**src/rtl/datapath_pkg.sv**
```systemverilog
// Shared datapath definitions: bus word width, the default output-port FIFO
// depth and the bus word type.
package datapath_pkg;

  localparam int unsigned WORD_W        = 32;
  localparam int unsigned OUTPORT_DEPTH = 4;

  typedef logic [WORD_W-1:0] word_t;

endpackage

```
**src/rtl/fifo_mem.sv**
```systemverilog
// Register-array storage for the output-port FIFO.
// Ports:
//   clk_i    - clock; writes happen on the rising edge
//   we_i     - write enable
//   waddr_i  - write address
//   wdata_i  - write data
//   raddr_i  - read address (asynchronous read)
//   rdata_o  - word at raddr_i
module fifo_mem #(
  parameter int unsigned WIDTH  = 32,
  parameter int unsigned DEPTH  = 4,
  parameter int unsigned ADDR_W = $clog2(DEPTH)
) (
  input  logic              clk_i,
  input  logic              we_i,
  input  logic [ADDR_W-1:0] waddr_i,
  input  logic [WIDTH-1:0]  wdata_i,
  input  logic [ADDR_W-1:0] raddr_i,
  output logic [WIDTH-1:0]  rdata_o
);

  // No reset: contents are only ever read through a valid head pointer.
  logic [WIDTH-1:0] mem_q [DEPTH];

  always_ff @(posedge clk_i) begin
    if (we_i) begin
      mem_q[waddr_i] <= wdata_i;
    end
  end

  assign rdata_o = mem_q[raddr_i];

endmodule

```
**src/rtl/out_port_fifo.sv**
```systemverilog
// CPU output port: words written by the out instruction are queued in a small
// FIFO and presented to an external consumer as a first-word fall-through
// valid/ready stream.
// Ports:
//   clock     - system clock
//   reset     - asynchronous active-low reset
//   wr_en     - CPU write strobe
//   wr_data   - word from the bus
//   clr_ovf   - synchronous clear of the overflow flag
//   out_valid - out_data holds a valid word
//   out_ready - consumer accepts the head word
//   out_data  - head word, zero when empty
//   full      - FIFO full, used to stall the CPU
//   empty     - FIFO empty
//   count     - current occupancy
//   overflow  - sticky: a write was dropped while full
module out_port_fifo
  import datapath_pkg::*;
#(
  parameter int unsigned WIDTH = WORD_W,
  parameter int unsigned DEPTH = OUTPORT_DEPTH,
  parameter int unsigned CNT_W = $clog2(DEPTH) + 1
) (
  input  logic             clock,
  input  logic             reset,
  input  logic             wr_en,
  input  logic [WIDTH-1:0] wr_data,
  input  logic             clr_ovf,
  output logic             out_valid,
  input  logic             out_ready,
  output logic [WIDTH-1:0] out_data,
  output logic             full,
  output logic             empty,
  output logic [CNT_W-1:0] count,
  output logic             overflow
);

  localparam int unsigned PTR_W = $clog2(DEPTH);

  logic [PTR_W-1:0] rd_ptr_q, rd_ptr_d;
  logic [PTR_W-1:0] wr_ptr_q, wr_ptr_d;
  logic [CNT_W-1:0] count_q, count_d;
  logic             overflow_q, overflow_d;

  logic             push;
  logic             pop;
  logic [WIDTH-1:0] head_data;

  // Status is decoded from the registered count only.
  assign empty     = (count_q == '0);
  assign full      = (count_q == CNT_W'(DEPTH));
  assign out_valid = !empty;
  assign count     = count_q;
  assign overflow  = overflow_q;

  // A pop frees a slot in the same cycle, so a write to a full FIFO is
  // accepted when the consumer is draining.
  assign pop  = out_valid && out_ready;
  assign push = wr_en && (!full || pop);

  always_comb begin
    rd_ptr_d   = rd_ptr_q;
    wr_ptr_d   = wr_ptr_q;
    count_d    = count_q;
    overflow_d = overflow_q;

    if (push) begin
      wr_ptr_d = wr_ptr_q + PTR_W'(1);
    end
    if (pop) begin
      rd_ptr_d = rd_ptr_q + PTR_W'(1);
    end

    case ({push, pop})
      2'b10:   count_d = count_q + CNT_W'(1);
      2'b01:   count_d = count_q - CNT_W'(1);
      default: count_d = count_q;
    endcase

    // Set has priority over clear so a drop in the clearing cycle is kept.
    if (wr_en && full && !pop) begin
      overflow_d = 1'b1;
    end else if (clr_ovf) begin
      overflow_d = 1'b0;
    end
  end

  always_ff @(posedge clock or negedge reset) begin
    if (!reset) begin
      rd_ptr_q   <= '0;
      wr_ptr_q   <= '0;
      count_q    <= '0;
      overflow_q <= 1'b0;
    end else begin
      rd_ptr_q   <= rd_ptr_d;
      wr_ptr_q   <= wr_ptr_d;
      count_q    <= count_d;
      overflow_q <= overflow_d;
    end
  end

  fifo_mem #(
    .WIDTH  (WIDTH),
    .DEPTH  (DEPTH),
    .ADDR_W (PTR_W)
  ) u_mem (
    .clk_i   (clock),
    .we_i    (push),
    .waddr_i (wr_ptr_q),
    .wdata_i (wr_data),
    .raddr_i (rd_ptr_q),
    .rdata_o (head_data)
  );

  assign out_data = empty ? '0 : head_data;

endmodule

```
**config.mk**
```make
export PLATFORM = sky130hd
export DESIGN_NAME = out_port_fifo
export DESIGN_NICKNAME = d
export VERILOG_FILES = /design/src/rtl/datapath_pkg.sv /design/src/rtl/fifo_mem.sv /design/src/rtl/out_port_fifo.sv
export SDC_FILE = /design/constraint.sdc
export NUM_CORES = 1
export LEC_CHECK = 0
export BUFFER_PORTS_ARGS = -buffer_cell sky130_fd_sc_hd__buf_2
export CAP_MARGIN = 0
export CELL_PAD_IN_SITES_DETAIL_PLACEMENT = 0
export CELL_PAD_IN_SITES_GLOBAL_PLACEMENT = 2
export CORE_UTILIZATION = 39
export DETAILED_ROUTE_END_ITERATION = 8
export PLACE_DENSITY = 0.87
export SLEW_MARGIN = 10
export SYNTH_ARGS = -nofsm -noshare
export SYNTH_HDL_FRONTEND = slang
export SYNTH_SLANG_ARGS = --single-unit
```
**constraint.sdc**
```tcl
create_clock -name clock -period 2.11 [get_ports clock]
set_input_delay 0.211 -clock clock [delete_from_list [all_inputs] [get_ports clock]]
set_output_delay 0.211 -clock clock [all_outputs]
set_load 0.02 [all_outputs]
```
==> results of run 1 <==
## worst max-delay path, stage by stage (launching register included)
cell	delay, ps
sky130_fd_sc_hd__dfrtp_2	400
sky130_fd_sc_hd__buf_6	130
sky130_fd_sc_hd__buf_12	130
sky130_fd_sc_hd__buf_16	140
sky130_fd_sc_hd__mux4_2	420
sky130_fd_sc_hd__and2_4	170
sky130_fd_sc_hd__buf_6	120
## through the flow
step                setup TNS, ps    util
global placement                0  0.4558
detailed placement              0  0.4558
global route                -1696  0.5163
CTS                        -689.0  0.5110
finish                     -139.7  0.5163
floorplan                       0       -
## power groups by stage
stage	combinational (mW)	clock (mW)	sequential (mW)
5_1_grt	5.12	2.65	3.76
4_1_cts	4.63	2.54	3.72
3_3_place_gp	3.84	0	3.73
6_report	4.76	2.48	3.71
2_1_floorplan	2.65	0	3.78
3_5_place_dp	3.88	0	3.77
## Yosys cell counts
cell type and n:
sky130_fd_sc_hd__o32ai_1 1, sky130_fd_sc_hd__nand3_1 2, sky130_fd_sc_hd__xnor2_1 3, sky130_fd_sc_hd__dfrtp_1 8
sky130_fd_sc_hd__mux4_1 4, sky130_fd_sc_hd__nor2_1 2, sky130_fd_sc_hd__mux4_2 28, sky130_fd_sc_hd__or2_2 1
sky130_fd_sc_hd__a22oi_1 1, sky130_fd_sc_hd__or3_1 1, sky130_fd_sc_hd__mux2_2 1, sky130_fd_sc_hd__nand2_1 3
sky130_fd_sc_hd__o211ai_1 2, sky130_fd_sc_hd__buf_12 3, sky130_fd_sc_hd__nor4b_2 1, sky130_fd_sc_hd__o22a_1 1
sky130_fd_sc_hd__and3_1 1, sky130_fd_sc_hd__buf_6 1, sky130_fd_sc_hd__edfxtp_1 128, sky130_fd_sc_hd__inv_1 6
sky130_fd_sc_hd__ha_1 4, sky130_fd_sc_hd__o21ai_0 2, sky130_fd_sc_hd__nor2b_1 1, sky130_fd_sc_hd__o221ai_1 1
sky130_fd_sc_hd__and2_1 37, sky130_fd_sc_hd__fa_1 1, sky130_fd_sc_hd__clkbuf_1 4, sky130_fd_sc_hd__xor2_1 2
sky130_fd_sc_hd__o21ba_2 1, sky130_fd_sc_hd__nand2b_1 1, sky130_fd_sc_hd__nand3b_1 1, sky130_fd_sc_hd__buf_2 6
## state kept, by name, summed over array words and instances (netlist names)
| signal | flops |
|---|---|
| wr_ptr_q | 2 |
| count | 3 |
| u_mem.mem_q | 128 |
| rd_ptr_q | 2 |
| overflow | 1 |
## timing repair
| item | 4_1_cts | 5_1_grt |
|---|---|---|
| cloned | 3 | 0 |
| endpoints found under the hold margin | 13 | 0 |
| pin swaps | 0 | 4 |
| hold buffers | 3 | 0 |
| setup endpoints to repair | 26 | 33 |
| resized for setup | 42 | 20 |
| buffers inserted | 3 | 1 |
## cell families (layout without fill, tap and decap cells)
kind of cell,count (synthesis),in the layout
flip-flops,136,136
buffers and inverters,20,138
adder cells (fa/ha/maj),5,5
AO/OA/AOI/OAI,9,9
multiplexers,33,33
AND/OR/NAND/NOR,51,51
XOR/XNOR,5,5
## layer usage
layer,vias up,part of all wire,track usage
li1,1243,-,-
met1,1412,0.40,0.1769
met2,67,0.54,0.2762
met3,14,0.038,0.04610
met4,0,0.018,0.07266
met5,-,0,0
## area by class of cell
cell class	count	area, sq um	area share
Tap cell	176	220.2	0.03183
Timing Repair Buffer	102	839.6	0.1213
Clock buffer	20	436.7	0.06311
Sequential cell	136	4049	0.5852
Multi-Input combinational cell	103	1294	0.1870
Clock inverter	10	57.56	0.008318
Inverter	6	22.52	0.003255
## worst paths after layout
path | start | endpoint | slack, ps | cells past startpoint
max in group asynchronous | reset | rd_ptr_q[1]$_DFFE_PN0N_ | 1720 | 2
max reg2reg | count[0]$_DFFE_PN0P_ | count[1]$_DFFE_PN0P_ | 110 | 7
min reg2reg | overflow$_DFFE_PN0P_ | overflow$_DFFE_PN0P_ | 520 | 2
min | wr_data[28] | u_mem.mem_q[2][28]$_DFFE_PP_ | 20 | 1
max | rd_ptr_q[0]$_DFFE_PN0N_ | out_data[22] | -20 | 6
min in group asynchronous | reset | count[1]$_DFFE_PN0P_ | 190 | 2
==> insert_results.sql, run 1 <==
INSERT INTO impl_metrics (metric_group, metric, value, unit) VALUES
('outcome', 'run_status', 'finished, violations left', ''),
('outcome', 'violated_checks', 'setup timing', ''),
('clock_tree', 'cts_sinks', '136', ''),
('floorplan', 'die_width', '120.0', 'um'),
('power', 'comb_power_share', '0.434', ''),
('power', 'power.switching', '3.458', 'mW'),
('detailed_routing', 'detailedRoute.firstPassIterationCount', '5', ''),
('final_layout', 'fin_cells', '553', ''),
('logic_synthesis', 'yosys.area.top_type_share', '0.7083', ''),
('setup_path', 'path_max_fanout', '6', ''),
('placement', 'preCtsSetupSlack', '119.8', 'ps'),
('final_layout', 'fillers', '1109', ''),
('logic_synthesis', 'ys_ff_latch', '136', ''),
('final_layout', 'num-nets-final', '408', ''),
('power', 'internal_power', '7.499', 'mW'),
('power', 'cellLeakagePower', '2.497', 'nW'),
('logic_synthesis', 'yosys.cell_types.count', '32', ''),
('logic_synthesis', 'muxShareOfSynthArea', '0.1377', ''),
('setup_path', 'critPathLaunchType', 'flop', ''),
('clock_tree', 'cts_inserted_buffers', '17', ''),
('clock_tree', 'htree_num_levels', '4', ''),
('setup_path', 'cp_data_required_time', '1900', 'ps'),
('power', 'switching_share', '0.3156', ''),
('worst_hold_path', 'hold_class', 'in -> reg', ''),
('floorplan', 'rows', '42', ''),
('global_route', 'gr-total-overflow', '0', ''),
('logic_synthesis', 'ys_top_cells_by_area', 'sky130_fd_sc_hd__edfxtp_1 (71%), sky130_fd_sc_hd__mux4_2 (12%), sky130_fd_sc_hd__and2_1 (4.3%), sky130_fd_sc_hd__dfrtp_1 (3.7%), sky130_fd_sc_hd__mux4_1 (1.9%)', ''),
('placement', 'gpl.final_weighted_congestion', '0.7020', ''),
('floorplan', 'die_area', '14390', 'sq um'),
('timing', 'final.hold.worst_slack', '19.19', 'ps'),
('floorplan', 'design.core.area', '13400', 'sq um'),
('global_route', 'global_route.usage.total', '0.1580', ''),
('floorplan', 'io-pin-count', '76', ''),
('placement', 'hpwl', '6244', 'um'),
('timing', 'rsz0062_at_grt', 'yes', ''),
('global_route', 'first_global_vias', '3005', ''),
('detailed_routing', 'drt-total-wl', '10320', 'um'),
('global_route', 'grt_max_degree', '36', ''),
('logic_synthesis', 'synth_adder_area_share', '0.01291', ''),
('timing', 'timing_max_transition_violations_final', '0', ''),
('logic_synthesis', 'synth_top_family_by_area', 'multiplexers', ''),
('logic_synthesis', 'postSynthCellCount', '259', ''),
('timing', 'transition_time_at_the_pin_with_the_least_slew_margin', '432.4', 'ps'),
('setup_path', 'criticalPathCategory', 'reg -> out', ''),
('job', 'max-cap-violations', '0', ''),
('logic_synthesis', 'avgSynthCellArea', '20.95', 'sq um'),
('timing', 'setup_viol_count_final', '13', ''),
('timing', 'fmaxAchievable', '469.4', 'MHz'),
('final_layout', 'diodes', '0', ''),
('logic_synthesis', 'post_synthesis_simple_gate_area_fraction', '0.05787', ''),
('logic_synthesis', 'syn_nets', '301', ''),
('power', 'fin_total_pwr', '10.96', 'mW'),
('final_layout', 'final_cell_area', '6919', 'sq um'),
('timing', 'timing.clock.skew', '8.717', 'ps'),
('power', 'power.sequential.fraction', '0.339', ''),
('clock_tree', 'clkSlewWorstSetupHoldPaths', '60', 'ps'),
('detailed_routing', 'route.detailed.drc', '0', ''),
('clock_tree', 'cts_tree', 'built', ''),
('logic_synthesis', 'post-synth-top-area-cell', 'sky130_fd_sc_hd__edfxtp_1', ''),
('detailed_routing', 'post_drt_via_cell_ratio', '4.948', ''),
('final_layout', 'layout_commonest_cell', 'sky130_fd_sc_hd__edfxtp_1', ''),
('logic_synthesis', 'synth_warnings', '0', ''),
('global_route', 'number_of_antenna_violations_at_the_first_check_in_global_routing', '0', ''),
('final_layout', 'area_delta_synth_final', '27.51', '%'),
('placement', 'placement.io_buffers', '75', ''),
('logic_synthesis', 'synth-xor-area-share', '0.008070', ''),
('power', 'clkPwrFrac', '0.227', ''),
('timing', 'final_hold_viol_count', '0', ''),
('logic_synthesis', 'synth_compound_gate_area_share', '0.01268', ''),
('detailed_routing', 'average_wire_per_cell_in_the_routed_design', '18.66', 'um'),
('timing', 'final.setup.worst_slack', '-20.16', 'ps');
Power figures use the tool's default switching activity.
==> run 2, diff against run 1 <==
--- a/config.mk
+++ b/config.mk
@@ -15,4 +15,5 @@
 export SLEW_MARGIN = 10
 export SYNTH_ARGS = -nofsm -noshare
 export SYNTH_HDL_FRONTEND = slang
+export SYNTH_HIERARCHICAL = 1
 export SYNTH_SLANG_ARGS = --single-unit
==> constraint.sdc (replaced) <==
create_clock -name clock -period 2.11 [get_ports clock]
set_input_delay 0.211 -clock clock [delete_from_list [all_inputs] [get_ports clock]]
set_output_delay 0.211 -clock clock [all_outputs]
set_load 0.05 [all_outputs]
==> insert_results.sql, run 2 <==
INSERT INTO impl_metrics (metric_group, metric, value, unit) VALUES
('outcome', 'run_status', 'finished, violations left', ''),
('outcome', 'violated_checks', 'setup timing', ''),
('final_layout', 'layout-drive-gt1-share', '0.4959', ''),
('power', 'power.sequential.fraction', '0.308', ''),
('setup_path', 'worstPathCellList', 'buf_6, buf_16, mux4_2, and2_4, buf_6', ''),
('floorplan', 'initial_core_util', '0.4036', ''),
('power', 'power.switching', '4.572', 'mW'),
('setup_path', 'cpPeakStageDelay', '490', 'ps'),
('power', 'comb_power_share', '0.455', ''),
('clock_tree', 'cts.root.buffer_cell', 'sky130_fd_sc_hd__clkbuf_16', ''),
('final_layout', 'finish.utilization', '0.5230', ''),
('detailed_routing', 'detailedRoute.firstPassIterationCount', '4', ''),
('logic_synthesis', 'synth-main-ff-cell', 'sky130_fd_sc_hd__edfxtp_1', ''),
('logic_synthesis', 'post-synth-top-area-cell', 'sky130_fd_sc_hd__edfxtp_1', ''),
('setup_path', 'path_depth', '5', ''),
('clock_tree', 'cts_inserted_buffers', '17', ''),
('global_route', 'grt_max_degree', '37', ''),
('logic_synthesis', 'mappedNetlistArea', '5409', 'sq um'),
('setup_path', 'timing.rr.end', 'count[1]$_DFFE_PN0P_', ''),
('power', 'internal_power', '7.882', 'mW'),
('logic_synthesis', 'synth-edff-count', '128', ''),
('timing', 'transition_time_at_the_pin_with_the_least_slew_margin', '266.4', 'ps'),
('setup_path', 'worstRegToRegCells', '6', ''),
('clock_tree', 'worst_skew_pair.late_latency', '410', 'ps'),
('logic_synthesis', 'synth.cells.most_frequent', 'sky130_fd_sc_hd__edfxtp_1 (128), sky130_fd_sc_hd__and2_1 (33), sky130_fd_sc_hd__mux4_2 (30), sky130_fd_sc_hd__dfrtp_1 (8)', ''),
('placement', 'placed_cells', '508', ''),
('final_layout', 'largest_reg_flops', '128', ''),
('timing', 'final.hold.worst_slack', '18.74', 'ps'),
('logic_synthesis', 'yosys.area.top_type_share', '0.7106', ''),
('final_layout', 'layout_commonest_cell', 'sky130_fd_sc_hd__edfxtp_1', ''),
('global_route', 'first_global_vias', '2835', ''),
('setup_path', 'path_max_fanout', '6', ''),
('detailed_routing', 'route.detailed.drc', '0', ''),
('global_route', 'gr-total-overflow', '0', ''),
('power', 'clkPwrFrac', '0.237', ''),
('timing', 'timing.final.crit_share', '1.001', ''),
('final_layout', 'num-nets-final', '396', ''),
('worst_hold_path', 'min-delay-start', 'wr_data[22]', ''),
('global_route', 'number_of_antenna_violations_at_the_first_check_in_global_routing', '0', ''),
('setup_path', 'critical_path.most_common_cell', 'sky130_fd_sc_hd__buf_6', ''),
('detailed_routing', 'drt-total-wl', '9879', 'um'),
('power', 'cellLeakagePower', '2.514', 'nW'),
('floorplan', 'die_area', '14340', 'sq um'),
('final_layout', 'diodes', '0', ''),
('setup_path', 'crit_path_end_kind', 'primary output', ''),
('job', 'max-cap-violations', '0', ''),
('worst_hold_path', 'worstHoldEndpoint', 'u_mem/mem_q[2][22]$_DFFE_PP_', ''),
('timing', 'fmaxAchievable', '473.7', 'MHz'),
('clock_tree', 'cts_sinks', '136', ''),
('detailed_routing', 'ant_nets', '0', ''),
('logic_synthesis', 'avgSynthCellArea', '20.72', 'sq um'),
('timing', 'setup_viol_count_final', '1', ''),
('floorplan', 'design.core.area', '13400', 'sq um'),
('logic_synthesis', 'syn_nets', '299', ''),
('logic_synthesis', 'yosys.cell_types.count', '35', ''),
('timing', 'rsz0062_at_grt', 'yes', ''),
('setup_path', 'worstPathArrival', '1900', 'ps'),
('timing', 'timing_max_transition_violations_final', '0', ''),
('setup_path', 'cp_slowest_cell', 'sky130_fd_sc_hd__mux4_2', ''),
('detailed_routing', 'initial_drc_count', '217', ''),
('power', 'pwrdens', '1777', 'nW/um^2'),
('logic_synthesis', 'ys_ff_latch', '136', ''),
('logic_synthesis', 'ys_top_cells_by_area', 'sky130_fd_sc_hd__edfxtp_1 (71%), sky130_fd_sc_hd__mux4_2 (12%), sky130_fd_sc_hd__and2_1 (3.8%), sky130_fd_sc_hd__dfrtp_1 (3.7%), sky130_fd_sc_hd__buf_12 (1.1%)', ''),
('logic_synthesis', 'synth_warnings', '6', ''),
('final_layout', 'final_cell_mix', 'sky130_fd_sc_hd__edfxtp_1 (128), sky130_fd_sc_hd__buf_2 (43), sky130_fd_sc_hd__buf_6 (34)', ''),
('placement', 'hpwl', '5697', 'um'),
('global_route', 'global_route.usage.total', '0.1497', ''),
('timing', 'final.setup.worst_slack', '-1.065', 'ps'),
('clock_tree', 'clkSlewWorstSetupHoldPaths', '60', 'ps'),
('setup_path', 'criticalPathCategory', 'reg -> out', ''),
('clock_tree', 'ctsLongestPathBuffers', '2', ''),
('setup_path', 'cp_data_required_time', '1900', 'ps'),
('setup_path', 'critPathLaunchType', 'flop', ''),
('floorplan', 'io-pin-count', '76', ''),
('worst_hold_path', 'hold_class', 'in -> reg', ''),
('floorplan', 'floorplan.die.height', '119.8', 'um'),
('logic_synthesis', 'async_reset_ff_frac', '0.05882', ''),
('logic_synthesis', 'postSynthCellCount', '261', ''),
('detailed_routing', 'average_wire_per_cell_in_the_routed_design', '18.13', 'um'),
('worst_hold_path', 'whs_path_depth', '1', ''),
('floorplan', 'die_width', '119.8', 'um'),
('logic_synthesis', 'synth.yosys.seq_area_share', '0.7476', ''),
('power', 'switching_share', '0.3671', ''),
('timing', 'timing.clock.skew', '5.861', 'ps'),
('floorplan', 'rows', '42', ''),
('timing', 'timing.slew.headroom', '0.8224', ''),
('power', 'ir_drop', '0.8496', 'mV'),
('final_layout', 'regMostFlops', 'u_mem/mem_q', ''),
('setup_path', 'path_delay_family', 'multiplexers', ''),
('detailed_routing', 'via_count', '2694', ''),
('global_route', 'grt_first_pass_wirelength', '15460', 'um'),
('placement', 'placement.io_buffers', '75', ''),
('clock_tree', 'htree_num_levels', '4', ''),
('timing', 'post-route-min-period', '2111', 'ps'),
('detailed_routing', 'post_drt_via_cell_ratio', '4.943', ''),
('final_layout', 'area_delta_synth_final', '29.56', '%'),
('setup_path', 'r2r_slack', '160', 'ps'),
('final_layout', 'fin_cells', '545', ''),
('timing', 'final_hold_viol_count', '0', ''),
('setup_path', 'cp_num_buf_inv', '3', ''),
('setup_path', 'r2r_start', 'count[2]$_DFFE_PN0P_', ''),
('clock_tree', 'cts_tree', 'built', ''),
('logic_synthesis', 'post-synth-top-count-cell', 'sky130_fd_sc_hd__edfxtp_1', ''),
('placement', 'gpl.final_weighted_congestion', '0.7412', '');
run 2: power groups by stage:
stage	Combinational [mW]	Sequential, mW	Clock [mW]
final	5.67	3.83	2.95
after floorplan	3.64	3.86	0
after global placement	4.68	3.82	0
after detailed placement	4.70	3.86	0
after global routing	5.98	3.88	3.09
after CTS	5.77	3.82	2.99
run 2: cell type report:
type	count	area, sq um
fillers	1077	6392
clock inverters	13	173.9
well taps	176	220.2
repair buffers	92	833.3
multi-input cells	106	1286
inverters	5	18.77
flip-flops and latches	136	4050
clock buffers	17	425.4
run 2: cell families after synthesis:
group	Yosys count	synth area share
AOI/OAI and AO/OA	10	0.01272
xor gates and xnor gates	4	0.006478
adders and majority gates	1	0.003701
buffers and inverters	19	0.02614
DFF	136	0.7476
muxes	33	0.1365
and+or+nand+nor	58	0.06685
run 2: repair_timing:
item,CTS,global route
buffers inserted,6,1
cloned,3,0
hold buffers,2,0
endpoints found under the hold margin,9,0
endpoints found under the setup margin,33,32
gates resized for setup,76,20
run 2: how the worst max path moves through the flow:
| stage | start | end |
|---|---|---|
| finish | rd_ptr_q[0]$_DFFE_PN0N_ | out_data[18] |
| global route | rd_ptr_q[0]$_DFFE_PN0N_ | out_data[7] |
| CTS | rd_ptr_q[0]$_DFFE_PN0N_ | out_data[20] |
| detailed placement | count[2]$_DFFE_PN0P_ | count[1]$_DFFE_PN0P_ |
| global placement | count[2]$_DFFE_PN0P_ | count[1]$_DFFE_PN0P_ |
| floorplan | count[1]$_DFFE_PN0P_ | count[1]$_DFFE_PN0P_ |
run 2: metal layers:
| layer | up-vias | track usage | routed length (um) |
|---|---|---|---|
| met2 | 82 | 0.2384 | 4935 |
| met3 | 7 | 0.04040 | 435 |
| met1 | 1374 | 0.2022 | 4412 |
| met5 | - | 0 | 0 |
| li1 | 1231 | - | - |
| met4 | 0 | 0.04453 | 95 |
run 2: metrics by stage:
| stage | power, mW | setup WS [ps] | TNS [ps] | area [sq um] |
|---|---|---|---|---|
| after detailed placement | 8.558 | 164.9 | 0 | 6076 |
| final | 12.45 | -1.065 | -1.065 | 7008 |
| after global placement | 8.498 | 212.1 | 0 | 6076 |
| after global routing | 12.95 | -60.54 | -1223 | 7008 |
| after floorplan | 7.497 | -139.6 | -4434 | 5456 |
| after CTS | 12.58 | -58.13 | -1082 | 7034 |
==> run 3, diff against run 2 <==
--- a/config.mk
+++ b/config.mk
@@ -5,13 +5,14 @@
 export SDC_FILE = /design/constraint.sdc
 export NUM_CORES = 1
 export LEC_CHECK = 0
-export BUFFER_PORTS_ARGS = -buffer_cell sky130_fd_sc_hd__buf_2
 export CAP_MARGIN = 0
 export CELL_PAD_IN_SITES_DETAIL_PLACEMENT = 0
 export CELL_PAD_IN_SITES_GLOBAL_PLACEMENT = 2
-export CORE_UTILIZATION = 39
+export CORE_UTILIZATION = 43
 export DETAILED_ROUTE_END_ITERATION = 8
-export PLACE_DENSITY = 0.87
+export DONT_BUFFER_PORTS = 1
+export GPL_ROUTABILITY_DRIVEN = 0
+export PLACE_DENSITY_LB_ADDON = 0.1
 export SLEW_MARGIN = 10
 export SYNTH_ARGS = -nofsm -noshare
 export SYNTH_HDL_FRONTEND = slang
==> insert_results.sql, run 3 (synthesized netlist as in run 2, its figures left out) <==
INSERT INTO impl_metrics (metric_group, metric, value, unit) VALUES
('timing', 'timing.clock.skew', '7.198', 'ps'),
('worst_hold_path', 'hold_class', 'in -> reg', ''),
('final_layout', 'fillers', '982', ''),
('worst_hold_path', 'whs_path_depth', '3', ''),
('clock_tree', 'htree_num_levels', '4', ''),
('final_layout', 'area_delta_synth_final', '25.01', '%'),
('clock_tree', 'post-cts-setup-buffers', '0', ''),
('global_route', 'number_of_antenna_violations_at_the_first_check_in_global_routing', '0', ''),
('global_route', 'global_route.usage.met2', '0.2853', ''),
('global_route', 'grt_first_pass_wirelength', '15890', 'um'),
('global_route', 'global_route.usage.total', '0.1738', ''),
('job', 'max-cap-violations', '0', ''),
('timing', 'final_hold_viol_count', '0', ''),
('floorplan', 'io-pin-count', '76', ''),
('clock_tree', 'ctsLongestPathBuffers', '2', ''),
('final_layout', 'regMostFlops', 'u_mem/mem_q', ''),
('timing', 'timing_max_transition_violations_final', '0', ''),
('detailed_routing', 'average_wire_per_cell_in_the_routed_design', '19.46', 'um'),
('floorplan', 'design.core.area', '12110', 'sq um'),
('setup_path', 'worstPathArrival', '1860', 'ps'),
('floorplan', 'die_area', '13030', 'sq um'),
('final_layout', 'multiInputGateArea', '1325', 'sq um'),
('timing', 'setup_viol_count_final', '0', ''),
('clock_tree', 'worst_skew_pair.late_latency', '400', 'ps'),
('global_route', 'gr-total-overflow', '0', ''),
('timing', 'post-route-min-period', '2075', 'ps'),
('timing', 'fmaxAchievable', '481.9', 'MHz'),
('power', 'cellLeakagePower', '2.318', 'nW'),
('global_route', 'grt_busiest_layer', 'met2', ''),
('clock_tree', 'cts_inserted_buffers', '17', ''),
('power', 'ir_drop', '0.6852', 'mV'),
('timing', 'rsz0062_at_grt', 'yes', ''),
('global_route', 'grt_use_met1', '0.2075', ''),
('detailed_routing', 'drt-total-wl', '9828', 'um'),
('outcome', 'run_status', 'finished, final reports clean', ''),
('setup_path', 'critPathLaunchType', 'flop', ''),
('placement', 'placement.io_buffers', '0', ''),
('final_layout', 'finish.utilization', '0.5583', ''),
('clock_tree', 'cts_tree', 'built', ''),
('floorplan', 'floorplan.die.height', '114.2', 'um'),
('setup_path', 'cp_data_required_time', '1900', 'ps'),
('setup_path', 'worstRegToRegCells', '5', ''),
('floorplan', 'rows', '40', ''),
('global_route', 'first_global_vias', '2798', ''),
('final_layout', 'layout-drive-gt1-share', '0.3650', ''),
('detailed_routing', 'detailedRoute.firstPassIterationCount', '4', ''),
('timing', 'timing.slew.headroom', '0.6863', ''),
('timing', 'final.hold.worst_slack', '58.11', 'ps'),
('timing', 'transition_time_at_the_pin_with_the_least_slew_margin', '470.5', 'ps'),
('floorplan', 'die_width', '114.2', 'um'),
('floorplan', 'initial_core_util', '0.4466', ''),
('setup_path', 'r2r_slack', '110', 'ps'),
('detailed_routing', 'initial_drc_count', '153', ''),
('detailed_routing', 'via_count', '2533', ''),
('power', 'pwrdens', '1661', 'nW/um^2'),
('worst_hold_path', 'worstHoldEndpoint', 'count[1]$_DFFE_PN0P_', ''),
('setup_path', 'criticalPathCategory', 'reg -> out', ''),
('final_layout', 'largest_reg_flops', '128', ''),
('setup_path', 'timing.rr.end', 'overflow$_DFFE_PN0P_', ''),
('detailed_routing', 'ant_nets', '0', ''),
('final_layout', 'layout_commonest_cell', 'sky130_fd_sc_hd__edfxtp_1', ''),
('setup_path', 'path_max_fanout', '12', ''),
('final_layout', 'final_cell_mix', 'sky130_fd_sc_hd__edfxtp_1 (128), sky130_fd_sc_hd__dlygate4sd3_1 (38), sky130_fd_sc_hd__and2_4 (33)', ''),
('detailed_routing', 'route.detailed.drc', '0', ''),
('clock_tree', 'cts.root.buffer_cell', 'sky130_fd_sc_hd__clkbuf_16', ''),
('final_layout', 'num-nets-final', '362', ''),
('global_route', 'grt_max_degree', '36', ''),
('setup_path', 'r2r_start', 'count[0]$_DFFE_PN0P_', ''),
('final_layout', 'layout.area.seq', '4050', 'sq um'),
('timing', 'timing.final.crit_share', '0.9834', ''),
('clock_tree', 'cts_sinks', '136', ''),
('placement', 'hpwl', '5609', 'um'),
('detailed_routing', 'post_drt_via_cell_ratio', '5.016', ''),
('setup_path', 'crit_path_end_kind', 'primary output', ''),
('global_route', 'grt_util_met3', '0.06406', ''),
('final_layout', 'diodes', '0', ''),
('clock_tree', 'clkSlewWorstSetupHoldPaths', '60', 'ps'),
('worst_hold_path', 'min-delay-start', 'wr_en', '');
## run 3: changes by cell type in the layout (fill, tap and decap cells not counted), moves of 2 or more
cell	delta
sky130_fd_sc_hd__buf_4	+8
sky130_fd_sc_hd__clkinv_2	+3
sky130_fd_sc_hd__buf_6	-33
sky130_fd_sc_hd__clkinv_4	-4
sky130_fd_sc_hd__clkbuf_1	+2
sky130_fd_sc_hd__buf_2	-43
sky130_fd_sc_hd__bufinv_16	-2
sky130_fd_sc_hd__buf_8	-2
sky130_fd_sc_hd__and2_4	+15
sky130_fd_sc_hd__dlygate4sd3_1	+36
sky130_fd_sc_hd__clkinv_1	+6
sky130_fd_sc_hd__inv_6	-2
sky130_fd_sc_hd__and2_1	-16
## run 3: worst max-delay path by stage
stage / startpoint / to / slack [ps] / cells after the start
finish: rd_ptr_q[0]$_DFFE_PN0N_ / out_data[0] / 40 / 3
global route: rd_ptr_q[0]$_DFFE_PN0N_ / out_data[0] / -40 / 3
CTS: count[2]$_DFFE_PN0P_ / out_data[8] / -30 / 3
detailed placement: count[2]$_DFFE_PN0P_ / count[1]$_DFFE_PN0P_ / -50 / 6
global placement: count[2]$_DFFE_PN0P_ / count[1]$_DFFE_PN0P_ / -30 / 6
floorplan: count[1]$_DFFE_PN0P_ / count[1]$_DFFE_PN0P_ / -140 / 9
## run 3: critical path: stages (launching register included)
cell	delay, ps
sky130_fd_sc_hd__dfrtp_2	480
sky130_fd_sc_hd__buf_12	200
sky130_fd_sc_hd__mux4_2	550
sky130_fd_sc_hd__and2_4	220
## run 3: final cells by class
cell class / instances / area share
clock buffers: 19 / 0.06403
multi-input cells: 106 / 0.1960
flip-flops and latches: 136 / 0.5990
repair buffers: 58 / 0.09419
clock inverters: 13 / 0.01295
well taps: 168 / 0.03109
inverters: 5 / 0.002776
## run 3: power breakdown
part | switching [mW] | internal, mW
registers | 0.232 | 3.56
clock network | 0.993 | 1.58
logic | 3.06 | 1.80
## run 3: through the flow
stage	worst slack (ps)	total power, mW	TNS [ps]	instance area (sq um)	std cells
after floorplan	-139.6	7.497	-4434	5456	261
after global placement	-34.19	8.115	-34.19	5744	434
after detailed placement	-47.68	8.157	-47.68	5744	434
after CTS	-32.64	11.21	-701.4	6738	505
after global routing	-36.04	11.75	-253.5	6761	505
final	35.09	11.23	0	6761	505
## run 3: what timing repair did
item | in CTS | in global routing
gates cloned | 1 | 0
hold endpoints to repair | 142 | 0
hold buffers | 38 | 0
endpoints found under the setup margin | 34 | 31
gates resized for setup | 50 | 22
## run 3: layer usage
metal / vias to the layer above / share of wire
li1: 1167 / -
met1: 1291 / 0.41
met2: 63 / 0.51
met3: 12 / 0.057
met4: 0 / 0.015
met5: - / 0
